===== config.mk =====
export PLATFORM = sky130hd
export DESIGN_NAME = spike_fifo_arb
export DESIGN_NICKNAME = d
export VERILOG_FILES = /design/src/rtl/snn_fifo_pkg.sv /design/src/rtl/spike_fifo_arb_rr_arbiter.sv /design/src/rtl/spike_fifo_arb.sv
export SDC_FILE = /design/constraint.sdc
export NUM_CORES = 1
export LEC_CHECK = 0
export BUFFER_PORTS_ARGS = -buffer_cell sky130_fd_sc_hd__buf_2
export CAP_MARGIN = 30
export CORE_AREA = 5 5 91 93
export DETAILED_ROUTE_END_ITERATION = 10
export DIE_AREA = 0 0 96 98
export GPL_ROUTABILITY_DRIVEN = 0
export PLACE_DENSITY_LB_ADDON = 0.08
export SLEW_MARGIN = 20
export SYNTH_ARGS = -nofsm -noshare
export SYNTH_HDL_FRONTEND = slang
export SYNTH_SLANG_ARGS = --single-unit

===== constraint.sdc =====
create_clock -name clk -period 7.9 [get_ports clk]
set_input_delay 1.58 -clock clk [delete_from_list [all_inputs] [get_ports clk]]
set_output_delay 1.58 -clock clk [all_outputs]
set_load 0.05 [all_outputs]

===== src/rtl/snn_fifo_pkg.sv =====
// snn_fifo_pkg: shared widths, the tagged FIFO word and saturating-count helper for the spike FIFO arbiter
package snn_fifo_pkg;
  function automatic int src_w(input int n);
    return n > 1 ? $clog2(n) : 1;
  endfunction
  localparam int DEF_NUM_SRC = 4;
  localparam int DEF_DATA_W = 8;
  typedef struct packed {
    logic [src_w(DEF_NUM_SRC)-1:0] src_id;
    logic [DEF_DATA_W-1:0] data;
  } fifo_word_t;
  // Increments v, holding at the all-ones value of a w-bit counter.
  function automatic logic [63:0] sat_inc(input logic [63:0] v, input int w);
    return (v == (64'd1 << w) - 64'd1) ? v : v + 64'd1;
  endfunction
endpackage


===== src/rtl/spike_fifo_arb_rr_arbiter.sv =====
// rr_arbiter: combinational round-robin pick of the first request at or above ptr, wrapping
module rr_arbiter
  import snn_fifo_pkg::*;
#(
  parameter int N = 4,
  localparam int IW = src_w(N)
) (
  input  logic [N-1:0]  req,
  input  logic [IW-1:0] ptr,
  input  logic          enable,
  output logic [N-1:0]  grant,
  output logic [IW-1:0] idx
);
  logic [IW-1:0] j;
  // Scanning farthest-first lets the nearest requester overwrite the result.
  always_comb begin
    grant = '0;
    idx = '0;
    j = '0;
    for (int k = N - 1; k >= 0; k--) begin
      j = IW'((int'(ptr) + k) % N);
      if (enable && req[j]) begin
        grant = '0;
        grant[j] = 1'b1;
        idx = j;
      end
    end
  end
endmodule


===== src/rtl/spike_fifo_arb.sv =====
// spike_fifo_arb: round-robin sharing of one fifo_sync write port with a registered, source-tagged push stage
module spike_fifo_arb
  import snn_fifo_pkg::*;
#(
  parameter int NUM_SRC = 4,
  parameter int DATA_W = 8,
  parameter int FIFO_DEPTH = 16,
  parameter int CNT_W = 16,
  localparam int SRC_W = src_w(NUM_SRC),
  localparam int CW = $clog2(FIFO_DEPTH + 1)
) (
  input  logic                      clk,
  input  logic                      rst,
  input  logic                      en,
  input  logic                      clr_stats,
  input  logic [NUM_SRC-1:0]        req_valid,
  input  logic [NUM_SRC*DATA_W-1:0] req_data,
  output logic [NUM_SRC-1:0]        req_ready,
  output logic                      fifo_push,
  output logic [SRC_W+DATA_W-1:0]   fifo_push_data,
  input  logic                      fifo_full,
  input  logic [CW-1:0]             fifo_count,
  output logic                      busy,
  output logic [CNT_W-1:0]          accept_cnt,
  output logic [CNT_W-1:0]          stall_cnt,
  output logic                      ovf_err
);
  logic [SRC_W-1:0] rr_ptr_q, rr_ptr_d, idx;
  logic fifo_push_q, fifo_push_d, ovf_err_q, ovf_err_d, space, xfer;
  logic [SRC_W+DATA_W-1:0] fifo_push_data_q, fifo_push_data_d;
  logic [CNT_W-1:0] accept_cnt_q, accept_cnt_d, stall_cnt_q, stall_cnt_d;
  // The pending push is not yet in fifo_count, so count it here; pops are ignored.
  assign space = ({1'b0, fifo_count} + (CW + 1)'(fifo_push_q)) < (CW + 1)'(FIFO_DEPTH);
  rr_arbiter #(.N(NUM_SRC)) u_arb (
    .req(req_valid), .ptr(rr_ptr_q), .enable(en & space & ~rst), .grant(req_ready), .idx(idx)
  );
  assign xfer = |req_ready;
  always_comb begin
    rr_ptr_d = xfer ? ((int'(idx) == NUM_SRC - 1) ? '0 : idx + 1'b1) : rr_ptr_q;
    fifo_push_d = xfer;
    fifo_push_data_d = xfer ? {idx, req_data[int'(idx)*DATA_W +: DATA_W]} : fifo_push_data_q;
    accept_cnt_d = clr_stats ? '0 : xfer ? CNT_W'(sat_inc(64'(accept_cnt_q), CNT_W)) : accept_cnt_q;
    stall_cnt_d = clr_stats ? '0 : (en & |req_valid & ~space) ? CNT_W'(sat_inc(64'(stall_cnt_q), CNT_W)) : stall_cnt_q;
    ovf_err_d = ~clr_stats & (ovf_err_q | (fifo_push_q & fifo_full));
  end
  always_ff @(posedge clk) begin
    if (rst) begin
      rr_ptr_q <= '0;
      fifo_push_q <= 1'b0;
      fifo_push_data_q <= '0;
      accept_cnt_q <= '0;
      stall_cnt_q <= '0;
      ovf_err_q <= 1'b0;
    end else begin
      rr_ptr_q <= rr_ptr_d;
      fifo_push_q <= fifo_push_d;
      fifo_push_data_q <= fifo_push_data_d;
      accept_cnt_q <= accept_cnt_d;
      stall_cnt_q <= stall_cnt_d;
      ovf_err_q <= ovf_err_d;
    end
  end
  assign fifo_push = fifo_push_q;
  assign fifo_push_data = fifo_push_data_q;
  assign accept_cnt = accept_cnt_q;
  assign stall_cnt = stall_cnt_q;
  assign ovf_err = ovf_err_q;
  assign busy = fifo_push_q | (|req_valid);
endmodule


---- Word-level counts from Yosys, hierarchy flattened ----
Index checks and enable logic that the tools add are counted.
storage, ports and cells
  flip-flop bits (word level) ............. 46
  output and inout bits ................... 49
  word-level logic and storage cells ...... 77
operators by class
  $add $sub $neg .......................... 7
  $lt $le $gt $ge ......................... 9
  equal/unequal tests ..................... 3
  shift-type cells ........................ 1
  multiplexer cells ....................... 25
  bitwise operators ....................... 13
  reductions and logical operators ........ 13
operators by type and width
  operator               number
  $add 16x1->16 const B  2
  $eq 16x16->1 const B   2
  $shiftx 32x6->8        1
  $mux 4                 4
  $lt 2x3->1 const B     4
  $mux 2                 5
  $bmux 1 s2             4
  $demux 1 s2            4
  $ge 2x1->1 const B     4
  $logic_and 1x1->1      8
  $mux 1                 8
  $reduce_or 4->1        2
  $add 5x1->6            1
  $and 1x1->1            6
  $lt 6x5->1 const B     1
  $not 1->1              5
  $add 2x1->2 const B    2
  $add 2x2->2 const B    2
  $reduce_and 2->1       2
  $eq 2x1->1 const B     1
  $or 1x1->1             2
  $reduce_or 2->1        1

---- Logic depth before layout (Yosys ltp) ----
  depth after elaboration ................. 11
  mapped depth ............................ 13
  mapped depth without buffers ............ 10

---- Hierarchy ----
From an unflattened synthesis, not the netlist that was laid out.
unflattened totals
  cell total of the unflattened synthesis .. 342
  area total of the unflattened synthesis .. 2857.7 um2
modules (own cells, without submodules)
  module          instances  cells each  area an instance (um2)  sequential area each (um2)
  spike_fifo_arb  1          265         2293.4                  920.9
  rr_arbiter      1          77          564.3                   0.0

---- Worst setup path before layout ----
No wires, ideal clock.
  path type ............................... input to output
  start ................................... in req_valid[1]
  end ..................................... out req_ready[3]
  data arrival time ....................... 3424 ps
  path slack .............................. 2896 ps
  cell stages on the path ................. 5
  buffers on the path ..................... 1
  path through ............................ clkbuf_1 mux4_2 nor2b_4 a221oi_1 a21oi_1
on the way
  longest elaborated chain between the ends .. 7
RTL lines
  item                          RTL line                         source
  start, declared               spike_fifo_arb.sv:16             input logic [NUM_SRC-1:0] req_valid,
  $bmux 1 s2                    spike_fifo_arb_rr_arbiter.sv:22  if (enable && req[j]) begin
  $mux 1 (implied by the code)  spike_fifo_arb_rr_arbiter.sv:22
  $logic_and 1x1->1             spike_fifo_arb_rr_arbiter.sv:22
  $mux 4 (3 in series)          spike_fifo_arb_rr_arbiter.sv:22
  $mux 4 *                      spike_fifo_arb_rr_arbiter.sv:22
  end, declared                 spike_fifo_arb.sv:18             output logic [NUM_SRC-1:0] req_ready,
Every way passes the cells marked *; elsewhere a longest branch is shown, timed or not. The select of a mux whose other input is x is not followed.

---- Worst setup path after layout ----
  start ................................... in rst
  end ..................................... out req_ready[1]
on the way
  longest elaborated chain between the ends .. 7
RTL lines
  item                  RTL line                         source
  start, declared       spike_fifo_arb.sv:13             input logic rst,
  $not 1->1 *           spike_fifo_arb.sv:35             .req(req_valid), .ptr(rr_ptr_q), .enable(en & space & ~rst), .grant(req_ready), .idx(idx)
  $and 1x1->1 *         spike_fifo_arb.sv:35
  $logic_and 1x1->1     spike_fifo_arb_rr_arbiter.sv:22
  $mux 4 (3 in series)  spike_fifo_arb_rr_arbiter.sv:22
  $mux 4 *              spike_fifo_arb_rr_arbiter.sv:22
Every way passes the cells marked *; elsewhere a longest branch is shown, timed or not.

==> results.toml <==
[synthesis]
yosysTopAreaCellShare_pct = 31.9
ys.flop_type = "dfxtp_1"
ys_seq_area_share_pct = 31.9
async_flop_share_pct = 0
syn_inst = 336
synth_area_um2 = 2890
netlist_top_cells_count = "dfxtp_1 (46), nand2_1 (37), a21oi_1 (36)"
synth_cell_types = 50
syn-num-nets = 392
synth.most_common_cell = "dfxtp_1"
syn_avg_cell_area_um2 = 8.59
synth_edf_count = 0
netlist_top_cells_area = "dfxtp_1 (32%), a21oi_1 (6.2%), mux2i_1 (5.2%)"
ys_ff_latch = 46
synth_top_cell_by_area = "dfxtp_1"
yosys_warnings = 0

[clocking]
cts-resized-gates = 0
clockBufferDepth = 2
ctsHoldBuffers = 0
numCtsBuffers = 5
clock_latency_ps = 290
cts.sinks = 46
cts_tree = "done"
clkTransAtPathRegs_ps = 90
post_cts_buffers = 0
root_buffer = "clkbuf_8"
h-tree-depth = 2

[global_route]
met2_usage_pct = 24.4
grt_busiest_layer = "met2"
grt_max_degree = 52
grt_use_met3_pct = 4.08
grtUsageMet1_pct = 21.5
grt_pass1_wl_um = 12100
antenna_found_initial = 0
grt_pass1_vias = 2552
overflow = 0
grt_usage_pct = 15.7

[sta]
slew_violations = 0
max_slew_margin_pct = 40.6
setup_ws_ps = 2910
finalCriticalPeriod_ps = 4990
final_hold_viol_count = 0
rsz0062_at_grt = "no"
finalSetupViolations = 0
skew_ps = 6.03
setup_tns_ps = 0
finalCritPeriodShare_pct = 63.2
worstMarginPinSlew_ps = 889
max_freq_mhz = 200

[critical_path]
cp.required_ps = 6320
max_stage_delay_ps = 620
crit_path_start_kind = "primary input"
arrival_ps = 3410
path_class = "primary input to output port"
cp_cell_sequence = "buf_2, nand2b_1, a311oi_1, o21ai_0, a21oi_1, buf_2"
crit_path_top_delay_cell = "a311oi_1"
cpMostUsedCell = "buf_2"
cp_max_fo = 16
end_kind = "output port"

[routing]
drc_errors = 0
firstDrtPassIters = 4
wl_per_cell_um = 14.2
first_iter_violations = 66
dr_total_vias = 2811
routed_wl_um = 7410
via_per_inst = 5.39
ant_nets = 0

[finish]
multi_input_area_um2 = 1820
nets = 475
antenna_cells = 0
fillers = 795
regArea_um2 = 921
drive_gt1_share_pct = 27.9
area_growth_pct = 19.9

[pwr]
ir_drop_v = 0.0000678
p_leak_nw = 1.48
power.density_nw_per_um2 = 170

[floorplan]
initial_core_util_pct = 38.8
core_area_um2 = 7450
die_h_um = 98
dieArea_um2 = 9410
num_rows = 32
ioPinCount = 95
die_w_um = 96

[placed_design]
pre_cts_ws_ps = 2900
port_buffers = 94
place_hpwl_um = 5430

[run_status]
status = "finished, final reports clean"

[job]
drv_cap = 0

[hold_path]
worstHoldPathType = "register to register"
## placed cells by master (no fill, tap or decap), types with 8 or more instances in the layout
cell,n
o31ai_1,10
a21oi_1,36
xor2_1,9
or4_1,8
nor2_1,25
dfxtp_1,46
buf_2,94
ha_1,10
o21ai_0,10
nand3_1,15
mux2i_1,15
a221o_1,8
nand2_1,37
## metrics by stage
step                hold slack (ps)  area (µm²)  utilization [%]  power [mW]  instances
detailed placement              442        3370             45.2       0.443        514
floorplan                       667        2890                -       0.410        336
global placement                438        3370             45.2       0.442        514
global route                    465        3460             46.5       0.621        522
CTS                             459        3460             46.5       0.596        522
finish                          456        3460             46.5       0.587        522
## worst paths after layout
check                         start                 to  slack [ps]  cells past startpoint
hold reg to reg   fifo_push_data[2]  fifo_push_data[2]         460                      2
setup reg to reg        rr_ptr_q[0]      accept_cnt[2]        3970                     10
hold / removal    fifo_push_data[2]  fifo_push_data[2]         460                      2
setup / recovery                rst       req_ready[1]        2910                      6
## worst max-delay path, delay by kind of cell
family	cells	cell delay, ps
compound gates	3	1130
buf+inv	2	530
simple gates	1	180
## sequential cells by signal (all words and copies together) (netlist names)
signal,cells
stall_cnt,16
accept_cnt,16
fifo_push_data,10
ovf_err,1
rr_ptr_q,2
fifo_push,1
## logic make-up after synthesis
family	share of synthesized area [%]
fa+ha+maj	4.33
xor+xnor	4.55
simple gates	24.0
buf+inv	5.07
compound gates	20.6
mux	9.49
flops	31.9
## layout make-up
cell class	count	area share, %
clock buffer	7	2.50
clock inverter	1	0.145
inverter	4	0.434
multi-input combinational	266	52.6
sequential	46	26.6
tap	102	3.69
timing repair buffer	96	14.0
## report_power, final
part,switching (mW),internal [mW]
Combinational,0.115,0.0663
Clock,0.0788,0.0707
Sequential,0.0141,0.242
Total,0.208,0.379
## metal layers
layer  vias to the layer above  wire length, µm
li1                       1421                -
met1                      1309             3450
met2                        74             3370
met3                         7              510
met4                         0               80
met5                         -                0
Power figures use the tool's default switching activity.
